$ cat config.mk
export PLATFORM = sky130hd
export DESIGN_NAME = load_store_unit_flat
export DESIGN_NICKNAME = d
export VERILOG_FILES = /design/src/rtl/load_store_unit_if.sv /design/src/rtl/load_store_unit.sv /design/src/flat_wrapper.sv
export SDC_FILE = /design/constraint.sdc
export NUM_CORES = 1
export LEC_CHECK = 0
export ABC_AREA = 1
export CORE_ASPECT_RATIO = 1.25
export CORE_MARGIN = 10
export CORE_UTILIZATION = 25
export DETAILED_ROUTE_END_ITERATION = 8
export HOLD_SLACK_MARGIN = 0.02
export SETUP_SLACK_MARGIN = 0.15
export SLEW_MARGIN = 0
export SYNTH_ARGS = -nofsm -noshare
export SYNTH_HDL_FRONTEND = slang
export SYNTH_SLANG_ARGS = --single-unit
$ cat constraint.sdc
create_clock -name clk -period 2.1 [get_ports clk]
set_clock_uncertainty 0.05 [all_clocks]
set_input_delay 0.42 -clock clk [delete_from_list [all_inputs] [get_ports clk]]
set_output_delay 0.42 -clock clk [all_outputs]
set_load 0.02 [all_outputs]
$ cat src/rtl/load_store_unit_if.sv
// load_store_unit_if: request, data-memory and response signals of the LSU.
// slave is the LSU side; master is the execute/memory/writeback side.
interface load_store_unit_if #(
    parameter int XLEN       = 32,
    parameter int ADDR_WIDTH = 8
);
    logic                  req_valid;
    logic                  req_ready;
    logic                  req_we;
    logic [2:0]            req_funct3;
    logic [XLEN-1:0]       req_base;
    logic [XLEN-1:0]       req_offset;
    logic [XLEN-1:0]       req_wdata;
    logic [4:0]            req_rd;

    logic [ADDR_WIDTH-1:0] mem_addr;
    logic                  mem_en;
    logic                  mem_we;
    logic [3:0]            mem_be;
    logic [XLEN-1:0]       mem_wdata;
    logic [XLEN-1:0]       mem_rdata;

    logic                  rsp_valid;
    logic                  rsp_ready;
    logic                  rsp_wb;
    logic [4:0]            rsp_rd;
    logic [XLEN-1:0]       rsp_data;
    logic                  rsp_fault;

    modport slave (
        input  req_valid, req_we, req_funct3, req_base,
        input  req_offset, req_wdata, req_rd,
        output req_ready,
        output mem_addr, mem_en, mem_we, mem_be, mem_wdata,
        input  mem_rdata,
        output rsp_valid, rsp_wb, rsp_rd, rsp_data, rsp_fault,
        input  rsp_ready
    );

    modport master (
        output req_valid, req_we, req_funct3, req_base,
        output req_offset, req_wdata, req_rd,
        input  req_ready,
        input  mem_addr, mem_en, mem_we, mem_be, mem_wdata,
        output mem_rdata,
        input  rsp_valid, rsp_wb, rsp_rd, rsp_data, rsp_fault,
        output rsp_ready
    );
endinterface

$ cat src/rtl/load_store_unit.sv
// load_store_unit: one-at-a-time load/store engine to a synchronous data memory.
// Define MISALIGN_TRAP_EN to fault misaligned accesses instead of force-aligning.
module load_store_unit #(
    parameter int XLEN       = 32,
    parameter int ADDR_WIDTH = 8
) (
    input logic              clk,
    input logic              rst,
    load_store_unit_if.slave bus
);
    typedef enum logic [1:0] {
        IDLE,
        ISSUE,
        DATA,
        RESP
    } state_e;

    state_e                state_q;
    logic                  we_q;
    logic [2:0]            f3_q;
    logic [1:0]            lane_q;
    logic [ADDR_WIDTH-1:0] addr_q;

    logic                  req_ready_q;
    logic                  mem_en_q;
    logic                  mem_we_q;
    logic [3:0]            mem_be_q;
    logic [XLEN-1:0]       mem_wdata_q;

    logic                  rsp_valid_q;
    logic                  rsp_wb_q;
    logic [4:0]            rsp_rd_q;
    logic [XLEN-1:0]       rsp_data_q;
    logic                  rsp_fault_q;

    logic [XLEN-1:0]       ea_d;
    logic [1:0]            lane_d;
    logic [3:0]            be_d;
    logic [XLEN-1:0]       wdata_d;
    logic                  illegal_d;
    logic                  fault_d;
    logic [XLEN-1:0]       shifted_d;
    logic [XLEN-1:0]       load_d;
    logic                  unused_ea;

    assign ea_d      = bus.req_base + bus.req_offset;
    assign unused_ea = ^ea_d[XLEN-1:ADDR_WIDTH+2];

    assign illegal_d = (bus.req_funct3 == 3'b011)
                     | (bus.req_funct3[2:1] == 2'b11)
                     | (bus.req_we & bus.req_funct3[2]);

`ifdef MISALIGN_TRAP_EN
    logic misal_d;
    assign misal_d = ((bus.req_funct3[1:0] == 2'b01) & ea_d[0])
                   | ((bus.req_funct3[1:0] == 2'b10) & (|ea_d[1:0]));
    assign fault_d = illegal_d | misal_d;
`else
    assign fault_d = illegal_d;
`endif

    // Halfword/word lanes are force-aligned; with trapping enabled a
    // misaligned request faults first, so the aligned lane is never used.
    always_comb begin
        lane_d  = ea_d[1:0];
        be_d    = 4'b0001 << ea_d[1:0];
        wdata_d = {4{bus.req_wdata[7:0]}};
        unique case (bus.req_funct3[1:0])
            2'b01: begin
                lane_d  = {ea_d[1], 1'b0};
                be_d    = 4'b0011 << {ea_d[1], 1'b0};
                wdata_d = {2{bus.req_wdata[15:0]}};
            end
            2'b10: begin
                lane_d  = 2'b00;
                be_d    = 4'b1111;
                wdata_d = bus.req_wdata;
            end
            default: begin
            end
        endcase
    end

    always_comb begin
        shifted_d = bus.mem_rdata >> {lane_q, 3'b000};
        load_d    = shifted_d;
        unique case (f3_q)
            3'b000: load_d = {{(XLEN-8){shifted_d[7]}}, shifted_d[7:0]};
            3'b001: load_d = {{(XLEN-16){shifted_d[15]}}, shifted_d[15:0]};
            3'b100: load_d = {{(XLEN-8){1'b0}}, shifted_d[7:0]};
            3'b101: load_d = {{(XLEN-16){1'b0}}, shifted_d[15:0]};
            default: load_d = shifted_d;
        endcase
    end

    always_ff @(posedge clk) begin
        if (rst) begin
            state_q     <= IDLE;
            we_q        <= 1'b0;
            f3_q        <= 3'b000;
            lane_q      <= 2'b00;
            addr_q      <= '0;
            req_ready_q <= 1'b1;
            mem_en_q    <= 1'b0;
            mem_we_q    <= 1'b0;
            mem_be_q    <= 4'b0000;
            mem_wdata_q <= '0;
            rsp_valid_q <= 1'b0;
            rsp_wb_q    <= 1'b0;
            rsp_rd_q    <= 5'd0;
            rsp_data_q  <= '0;
            rsp_fault_q <= 1'b0;
        end else begin
            unique case (state_q)
                IDLE: begin
                    if (bus.req_valid) begin
                        we_q        <= bus.req_we;
                        f3_q        <= bus.req_funct3;
                        lane_q      <= lane_d;
                        addr_q      <= ea_d[ADDR_WIDTH+1:2];
                        req_ready_q <= 1'b0;
                        rsp_wb_q    <= 1'b0;
                        rsp_rd_q    <= bus.req_rd;
                        rsp_data_q  <= '0;
                        rsp_fault_q <= fault_d;
                        if (fault_d) begin
                            state_q     <= RESP;
                            rsp_valid_q <= 1'b1;
                        end else begin
                            state_q     <= ISSUE;
                            mem_en_q    <= 1'b1;
                            mem_we_q    <= bus.req_we;
                            mem_be_q    <= bus.req_we ? be_d : 4'b1111;
                            mem_wdata_q <= bus.req_we ? wdata_d : '0;
                        end
                    end
                end
                ISSUE: begin
                    mem_en_q    <= 1'b0;
                    mem_we_q    <= 1'b0;
                    mem_be_q    <= 4'b0000;
                    mem_wdata_q <= '0;
                    if (we_q) begin
                        state_q     <= RESP;
                        rsp_valid_q <= 1'b1;
                    end else begin
                        state_q <= DATA;
                    end
                end
                DATA: begin
                    state_q     <= RESP;
                    rsp_valid_q <= 1'b1;
                    rsp_wb_q    <= 1'b1;
                    rsp_data_q  <= load_d;
                end
                RESP: begin
                    if (bus.rsp_ready) begin
                        state_q     <= IDLE;
                        rsp_valid_q <= 1'b0;
                        req_ready_q <= 1'b1;
                    end
                end
            endcase
        end
    end

    // A reset landing on the issue cycle must not commit the write.
    assign bus.mem_en    = mem_en_q & ~rst;
    assign bus.mem_we    = mem_we_q & ~rst;
    assign bus.mem_be    = mem_be_q;
    assign bus.mem_wdata = mem_wdata_q;
    assign bus.mem_addr  = addr_q;

    assign bus.req_ready = req_ready_q;
    assign bus.rsp_valid = rsp_valid_q;
    assign bus.rsp_wb    = rsp_wb_q;
    assign bus.rsp_rd    = rsp_rd_q;
    assign bus.rsp_data  = rsp_data_q;
    assign bus.rsp_fault = rsp_fault_q;
endmodule

$ cat src/flat_wrapper.sv
// flat-port wrapper written by rule: the top's interface ports become plain ports
module load_store_unit_flat 
#(
    parameter int XLEN       = 32,
    parameter int ADDR_WIDTH = 8
)
  (clk, rst, bus_req_valid, bus_req_we, bus_req_funct3, bus_req_base, bus_req_offset, bus_req_wdata, bus_req_rd, bus_req_ready, bus_mem_addr, bus_mem_en, bus_mem_we, bus_mem_be, bus_mem_wdata, bus_mem_rdata, bus_rsp_valid, bus_rsp_wb, bus_rsp_rd, bus_rsp_data, bus_rsp_fault, bus_rsp_ready);
  load_store_unit_if #(.XLEN(XLEN), .ADDR_WIDTH(ADDR_WIDTH)) bus_i ();
  input logic clk;
  input logic rst;
  input wire logic [$bits(bus_i.req_valid)-1:0] bus_req_valid;
  input wire logic [$bits(bus_i.req_we)-1:0] bus_req_we;
  input wire logic [$bits(bus_i.req_funct3)-1:0] bus_req_funct3;
  input wire logic [$bits(bus_i.req_base)-1:0] bus_req_base;
  input wire logic [$bits(bus_i.req_offset)-1:0] bus_req_offset;
  input wire logic [$bits(bus_i.req_wdata)-1:0] bus_req_wdata;
  input wire logic [$bits(bus_i.req_rd)-1:0] bus_req_rd;
  output wire logic [$bits(bus_i.req_ready)-1:0] bus_req_ready;
  output wire logic [$bits(bus_i.mem_addr)-1:0] bus_mem_addr;
  output wire logic [$bits(bus_i.mem_en)-1:0] bus_mem_en;
  output wire logic [$bits(bus_i.mem_we)-1:0] bus_mem_we;
  output wire logic [$bits(bus_i.mem_be)-1:0] bus_mem_be;
  output wire logic [$bits(bus_i.mem_wdata)-1:0] bus_mem_wdata;
  input wire logic [$bits(bus_i.mem_rdata)-1:0] bus_mem_rdata;
  output wire logic [$bits(bus_i.rsp_valid)-1:0] bus_rsp_valid;
  output wire logic [$bits(bus_i.rsp_wb)-1:0] bus_rsp_wb;
  output wire logic [$bits(bus_i.rsp_rd)-1:0] bus_rsp_rd;
  output wire logic [$bits(bus_i.rsp_data)-1:0] bus_rsp_data;
  output wire logic [$bits(bus_i.rsp_fault)-1:0] bus_rsp_fault;
  input wire logic [$bits(bus_i.rsp_ready)-1:0] bus_rsp_ready;
  assign bus_i.req_valid = bus_req_valid;
  assign bus_i.req_we = bus_req_we;
  assign bus_i.req_funct3 = bus_req_funct3;
  assign bus_i.req_base = bus_req_base;
  assign bus_i.req_offset = bus_req_offset;
  assign bus_i.req_wdata = bus_req_wdata;
  assign bus_i.req_rd = bus_req_rd;
  assign bus_req_ready = bus_i.req_ready;
  assign bus_mem_addr = bus_i.mem_addr;
  assign bus_mem_en = bus_i.mem_en;
  assign bus_mem_we = bus_i.mem_we;
  assign bus_mem_be = bus_i.mem_be;
  assign bus_mem_wdata = bus_i.mem_wdata;
  assign bus_i.mem_rdata = bus_mem_rdata;
  assign bus_rsp_valid = bus_i.rsp_valid;
  assign bus_rsp_wb = bus_i.rsp_wb;
  assign bus_rsp_rd = bus_i.rsp_rd;
  assign bus_rsp_data = bus_i.rsp_data;
  assign bus_rsp_fault = bus_i.rsp_fault;
  assign bus_i.rsp_ready = bus_rsp_ready;
  load_store_unit #(.XLEN(XLEN), .ADDR_WIDTH(ADDR_WIDTH)) u_core (.clk(clk), .rst(rst), .bus(bus_i));
endmodule
After elaboration in Yosys (flattened, before gate mapping) --
Cells that the tools add are included.
Word-level totals: output and inout bits 87, logic and storage cells 85, register bits after elaboration 95
Cells by class: reduce and logical (&&, ||, !) cells 11, shift-type cells 3, add/sub/neg operators 1, muxes and demuxes 34, equal/unequal tests 15, bitwise logic cells 6
Operators with widths (number):
- $pmux 32 s2 | 3
- $mux 32 | 4
- $pmux 32 s4 | 1
- $shr 32x5->32 | 1
- $pmux 4 s2 | 2
- $mux 4 | 3
- $mux 1 | 11
- $add 10x10->10 | 1
- $eq 2x2->1 const B | 4
- $pmux 1 s2 | 4
- $pmux 2 s4 | 1
- $eq 3x3->1 const B | 2
- $mux 2 | 3
- $ne 2x2->1 const B | 3
- $reduce_and 2->1 | 3
- $reduce_and 3->1 | 2
- $reduce_bool 2->1 | 3
- $eq 2x1->1 const B | 2
- $ne 2x1->1 const B | 2
- $pmux 1 s4 | 1
- $pmux 2 s2 | 1
- $reduce_and 4->1 | 1
- $shl 1x2->4 const A | 1
- $shl 2x2->4 const A | 1
- other kinds (7) | 10

Logic depth before layout (Yosys ltp) --
Gate-level depths: netlist (run 1).
depth in word-level cells 7, gate-level depth with buffers 11, depth with buffers taken out 11

Worst setup path before layout (run 1) --
Ideal clock, no wire load.
path kind input -> register, start point input port bus_req_offset[0], end point register u_core.mem_be_q[0], in the netlist u_core.bus.mem_be[0], buffers on the path 0, arrival time 1.561 ns, cell stages on the path 7, library setup time 0.123 ns, path slack 0.366 ns, required time 1.927 ns, cell sequence ha_1 > fa_1 > inv_1 > nand2_1 > a21oi_1 > nor3_1 > o21ai_0
Between the ends: cells in the longest elaborated chain, start to end 7, elaborated cells between the ends (all ways) 8, those cells by class add/sub: 1; shift: 2; mux: 5
RTL lines:
- from (decl) | RTL line flat_wrapper.sv:15 | input wire logic [$bits(bus_i.req_offset)-1:0] bus_req_offset;
- $add 10x10->10 (*) | RTL line load_store_unit.sv:46 | assign ea_d = bus.req_base + bus.req_offset;
- $shl 2x2->4 / $shl 1x2->4 (equally long branches) | RTL line load_store_unit.sv:71, load_store_unit.sv:66
- $pmux 4 s2 (*) | RTL line load_store_unit.sv:68 | unique case (bus.req_funct3[1:0])
- $mux 4 (*) | RTL line load_store_unit.sv:133 | mem_be_q <= bus.req_we ? be_d : 4'b1111;
- $mux 4 (*) | RTL line load_store_unit.sv:126 | if (fault_d) begin
- $mux 4 (*) | RTL line load_store_unit.sv:116 | if (bus.req_valid) begin
- $pmux 4 s2 (*) | RTL line load_store_unit.sv:114 | unique case (state_q)
- to (signal assigned) | RTL line load_store_unit.sv:133
- to (decl) | RTL line load_store_unit.sv:27 | logic [3:0] mem_be_q;
Mark *: on every way between the ends. The rest lies on a longest branch, timed or not. The select of a mux whose other input is x is not followed. A chain may end at the register's enable or synchronous reset.

Worst setup path in the final report (run 1) --
start point register u_core.mem_be_q[2], in the netlist u_core.bus.mem_be[2], end point output port bus_mem_be[2]
RTL lines:
- to (decl) | RTL line flat_wrapper.sv:22 | output wire logic [$bits(bus_i.mem_be)-1:0] bus_mem_be;
No word-level cell between the ends.

==> results of run 1 <==
## flip-flops by register name (all words and copies together) (netlist names)
register / flops
u_core.bus.req_ready: 1
u_core.lane_q: 2
u_core.mem_we_q: 1
u_core.bus.rsp_data: 32
u_core.state_q: 2
u_core.bus.mem_addr: 8
u_core.bus.mem_be: 4
u_core.we_q: 1
u_core.bus.mem_wdata: 32
u_core.bus.rsp_rd: 5
u_core.mem_en_q: 1
u_core.bus.rsp_fault: 1
u_core.bus.rsp_valid: 1
u_core.f3_q: 3
u_core.bus.rsp_wb: 1
## per-layer routing
layer / wire (µm) / part of all wire, % / GRT usage [%]
met4: 247 / 1.3 / 3.78
met3: 2480 / 13 / 6.65
met2: 9140 / 47 / 23.8
met1: 7700 / 39 / 15.9
met5: 0 / 0 / 0
## final timing paths
| check | start | to | slack, ns | depth (start not counted) |
|---|---|---|---|---|
| setup / recovery | u_core.bus.mem_be[2]$_SDFFE_PP0P_ | bus_mem_be[2] | 0.23 | 1 |
| hold / removal | rst | u_core.mem_en_q$_SDFFE_PP0P_ | 0.37 | 4 |
| setup reg to reg | u_core.state_q[0]$_SDFFE_PP0P_ | u_core.bus.rsp_data[24]$_SDFFE_PP0P_ | 0.38 | 8 |
| hold reg to reg | u_core.bus.rsp_valid$_SDFFE_PP0P_ | u_core.bus.rsp_valid$_SDFFE_PP0P_ | 0.41 | 2 |
## logic make-up (layout without fill, tap and decap cells)
group	count (synthesis)	in the layout	share of synthesized area, %
AOI/OAI and AO/OA	171	171	17.9
buffers and inverters	85	294	8.04
adders and majority gates	17	17	4.24
DFF	95	95	36.6
xor gates and xnor gates	4	4	0.674
other	0	1	0
and+or+nand+nor	402	402	32.6
## final cells by class
class	instances	area (µm²)	share of cell area, %
Tap cell	270	338	4.30
Timing Repair Buffer	239	2270	28.9
Clock buffer	12	246	3.14
Antenna cell	1	2.50	0.0318
Inverter	40	161	2.05
Multi-Input combinational cell	594	2910	37.1
Sequential cell	95	1900	24.2
Clock inverter	3	20.0	0.255
## timing repair
action / CTS / global route
setup endpoints to repair: 2 / 32
gates resized for setup: 2 / 20
setup buffers: 0 / 2
pin swaps: 0 / 4
## stage by stage
stage	util, %	cells
global placement	37.1	1236
finish	38.7	1254
floorplan	-	774
detailed placement	37.1	1236
global route	38.7	1253
CTS	38.4	1251
## power groups by stage
stage | logic [W] | registers (W) | clock network [W]
floorplan | 0.00218 | 0.00295 | 0
finish | 0.00429 | 0.00249 | 0.00156
detailed placement | 0.00430 | 0.00252 | 0
CTS | 0.00433 | 0.00249 | 0.00161
global route | 0.00477 | 0.00255 | 0.00167
global placement | 0.00430 | 0.00251 | 0
## cell usage after synthesis (all sizes together)
cell,n,area [µm²]
o211ai,9,67.6
nand4,3,25.0
clkbuf,16,60.1
nand3,57,338
o21a,3,22.5
o21ai,60,304
nand2,223,855
ha,16,200
a221oi,8,70.1
buf,29,203
nor2,113,434
or2,1,6.26
inv,40,155
nor3,5,36.3
xnor2,1,8.76
a21oi,90,458
fa,1,20.0
xor2,3,26.3
a21o,1,7.51
dfxtp,95,1900
## layout by cell type, fill, tap and decap left out, types with 4 or more instances in the layout
master	n
a21oi_2	6
buf_4	53
inv_1	32
o211ai_1	9
nand2_2	4
nand2_1	218
a221oi_1	8
inv_2	5
a21oi_1	84
nand3_1	50
dfxtp_1	95
clkbuf_16	9
o21ai_0	53
clkdlybuf4s50_1	180
o21ai_1	6
nor2_1	111
ha_1	15
nand3_2	4
==> reports/summary.txt, run 1 <==
Slew Limit Fails: 0
Final nets: 1137
wire per inst: 15.6 µm
Leak: 3.32 nW
via count: 5761
drt pass-1 iters: 5
clock power share: 18.7%
f_max: 0.535 GHz
Pwr Total: 0.00834 W
Fin. Hold Viols: 0
CP bufs+invs: 1
Setup violations, final: 0
crit path kind: reg2out
grt total ovfl: 0
RSZ-0062 raised after global routing: yes
CP Launch Type: flop
Critical Path End Type: primary output
fillers: 2190
die area: 27000 µm²
vias in the first global route: 5743
Clock Pin Slew Worst Setup and Hold Paths: 0.07 ns
# IOs: 228
initial antenna violation count: 0
H-tree depth: 3
Largest delay share family, worst path: buffers and inverters
register area share after synthesis: 36.6%
sequential power share: 29.8%
CTS tree: yes
drt total wl: 19.6 mm
status: finished clean
cts-stage hold buffer count: 0
number of max-cap violations: 0
internal power: 0.00481 W
yosys warns: 0
Hold Slack: 0.370 ns
IO Port Bufs: 183
Tightest Pin Transition: 0.344 ns
Crit path arrival time: 1.40 ns
fin area: 7860 µm²
synthesized area: 5200 µm²
drt first-iter violations: 287
count of different cell masters after synthesis: 36
max incr delay on CP: 0.67 ns
mean post-synth cell area: 6.72 µm²
CTS Buf Count: 9
post-route ant nets: 0
area of the core: 20300 µm²
Gate power share: 51.4%
Root Driver: clkbuf_16
setup slack at placement: -0.215 ns
die height: 181 µm
Cell Rows: 58
Via density: 4.59
dpl hpwl: 14.9 mm
Clock Latency Late Sink: 0.35 ns
Starting Density: 25.6%
Critical Path Slowest Stage Cell: clkdlybuf4s50_1
Residual DRC: 0
syn_nets: 932
final setup margin: 0.232 ns
CTS Buffer Depth: 2
Placement Cell Area: 7530 µm²
shortest period the worst path allows: 1.87 ns
pin count of the biggest net entering global routing: 36
die span in x: 149 µm
Worst EP required: 1.63 ns
critical-path cell list: clkdlybuf4s50_1
All-Layer GR Usage: 14.3%
Synth-to-Final Area Change: 51.1%
Max-slew headroom: 77.1%
Final TNS setup: 0 ns
synthesized flop and latch total: 95
Worst Hold Class: in2reg
crit path max fanout: 2
Switch Pwr: 0.00352 W
Clock Sinks: 95
Synth Instances: 774
Power Density: 1060 nW/µm²
sw frac: 42.3%
Placer Congestion: 0.846
first-pass GRT wire length: 30.9 mm
maximum vdd drop: 511 µV
layout cells sized above 1: 10.8%
crit share post-route: 89.0%
(Power assumes the default switching activity.)
==> run 2, diff against run 1 <==
--- a/config.mk
+++ b/config.mk
@@ -11,7 +11,6 @@
 export CORE_UTILIZATION = 25
 export DETAILED_ROUTE_END_ITERATION = 8
 export HOLD_SLACK_MARGIN = 0.02
-export SETUP_SLACK_MARGIN = 0.15
 export SLEW_MARGIN = 0
 export SYNTH_ARGS = -nofsm -noshare
 export SYNTH_HDL_FRONTEND = slang
==> reports/summary.txt, run 2 (same netlist as run 1, synthesis figures left out) <==
Via density: 4.59 (about the same)
die area: 27000 µm² (unchanged)
Top Metal Used: met4
Cell Count, Final, Fillers Out: 1251 (-0.24%)
CTS Buf Count: 9 (unchanged)
Worst EP required: 1.63 ns (about the same)
Placer Congestion: 0.846 (unchanged)
Hold Slack: 0.378 ns (+0.00786 ns)
Max-slew headroom: 76.7% (-0.36 points)
# IOs: 228 (unchanged)
number of max-cap violations: 0 (unchanged)
initial antenna violation count: 0 (unchanged)
die span in x: 149 µm (unchanged)
Clock Latency Late Sink: 0.35 ns (about the same)
Fin. Hold Viols: 0 (unchanged)
Starting Density: 25.6% (unchanged)
first-pass GRT wire length: 30.9 mm (unchanged)
hold path depth: 4 (unchanged)
CP Launch Type: flop
crit path max fanout: 2 (unchanged)
Leak: 3.31 nW (-0.34%)
via count: 5743 (-0.31%)
Setup violations, final: 0 (unchanged)
IO Port Bufs: 183 (unchanged)
Power Density: 1060 nW/µm² (+0.26%)
met1 wire length: 7.77 mm (+0.88%)
vias in the first global route: 5743 (unchanged)
pin count of the biggest net entering global routing: 36 (unchanged)
post-CTS setup buffer count: 0 (unchanged)
crit path kind: reg2out
Hold Path Sink: u_core.mem_en_q$_SDFFE_PP0P_
maximum vdd drop: 511 µV (about the same)
Clock Sinks: 95 (unchanged)
DR WL met3: 2.42 mm (-2.3%)
shortest period the worst path allows: 1.95 ns (+0.0789 ns)
All-Layer GR Usage: 14.3% (unchanged)
Crit Reg-Reg Endpoint: u_core.bus.mem_wdata[19]$_SDFFE_PP0P_
Residual DRC: 0 (unchanged)
layout cells sized above 1: 9.38% (-1.4 points)
wire per inst: 15.6 µm (+0.19%)
Final nets: 1135 (-0.18%)
post_cts resized: 0 (-2)
RSZ-0062 raised after global routing: no
Routed met2 length: 9.19 mm (+0.48%)
CTS Buffer Depth: 2 (unchanged)
dpl hpwl: 14.9 mm (unchanged)
drt pass-1 iters: 5 (unchanged)
most frequent cells in the layout: 218 x nand2_1, 182 x clkdlybuf4s50_1, 111 x nor2_1
Hold Startpoint: rst
die height: 181 µm (unchanged)
Slew Limit Fails: 0 (unchanged)
cts-stage hold buffer count: 0 (unchanged)
Tightest Pin Transition: 0.349 ns (+0.00533 ns)
placed cell count: 1236 (unchanged)
Crit path arrival time: 1.48 ns (+0.08 ns)
Clock Pin Slew Worst Setup and Hold Paths: 0.07 ns (about the same)
R2R cell count: 9 (+1)
crit share post-route: 92.7% (+3.8 points)
grt total ovfl: 0 (unchanged)
Synth-to-Final Area Change: 50.0%
post-route ant nets: 0 (unchanged)
status: finished clean
Critical Path End Type: primary output
drt total wl: 19.6 mm (about the same)
f_max: 0.514 GHz (-4.1%)
H-tree depth: 3 (unchanged)
# diodes: 0 (-1)
CTS tree: yes
Root Driver: clkbuf_16
worst r2r src: u_core.state_q[1]$_SDFFE_PP0P_
Pwr Total: 0.00830 W (-0.48%)
FF-to-FF setup slack: 0.34 ns (-0.04 ns)
drt first-iter violations: 311 (+8.4%)
Final Core Density: 38.4% (-0.28 points)
commonest non-fill, non-tap cell in the layout: nand2_1
area of the core: 20300 µm² (unchanged)
Cell Rows: 58 (unchanged)
Worst Hold Class: in2reg
[run 2: changes by cell type in the layout (fill, tap and decap cells not counted), moves of 3 or more]
cell | before | now
a21oi_1 | 84 | 88
a21oi_2 | 6 | 2
inv_1 | 32 | 35
o21ai_0 | 53 | 58
o21ai_1 | 6 | 1
[run 2: through the flow]
stage,instance area [µm²],worst slack (ns),setup TNS (ns)
CTS,7800,0.136,0
global placement,7530,-0.201,-3.52
finish,7800,0.153,0
floorplan,5200,0.366,0
global route,7800,0.0168,0
detailed placement,7530,-0.215,-4.36
[run 2: routing by layer]
| layer | global-route usage, % | vias to the layer above |
|---|---|---|
| met1 | 15.9 | 2618 |
| li1 | - | 2936 |
| met2 | 23.8 | 178 |
| met4 | 3.78 | 0 |
| met3 | 6.65 | 11 |
| met5 | 0 | - |
[run 2: power by group]
part           total, W  switching (W)  internal, W
Clock           0.00156       0.000726     0.000829
Combinational   0.00426        0.00253      0.00172
Sequential      0.00249       0.000245      0.00224
Total           0.00830        0.00350      0.00480
[run 2: worst max-delay path by stage]
stage | cells after the start | slack, ns | start | to
after floorplan | 7 | 0.37 | bus_req_offset[0] | u_core.bus.mem_be[0]$_SDFFE_PP0P_
after global placement | 8 | -0.20 | bus_req_offset[0] | u_core.bus.mem_be[0]$_SDFFE_PP0P_
after detailed placement | 7 | -0.21 | bus_req_offset[0] | u_core.bus.mem_be[0]$_SDFFE_PP0P_
after CTS | 3 | 0.14 | u_core.mem_en_q$_SDFFE_PP0P_ | bus_mem_en
after global routing | 11 | 0.02 | bus_req_funct3[0] | u_core.bus.mem_wdata[14]$_SDFFE_PP0P_
final | 3 | 0.15 | u_core.mem_en_q$_SDFFE_PP0P_ | bus_mem_en
[run 2: layout make-up]
type	instances	area, µm²
inverters	40	158
multi-input cells	594	2880
repair buffers	237	2260
well taps	270	338
flip-flops and latches	95	1900
clock inverters	3	20.0
fillers	2192	12500
clock buffers	12	246
[run 2: critical path: stages (launching register included)]
cell and delay [ns]:
dfxtp_1 0.31, inv_1 0.03, nor2_1 0.12, clkdlybuf4s50_1 0.67
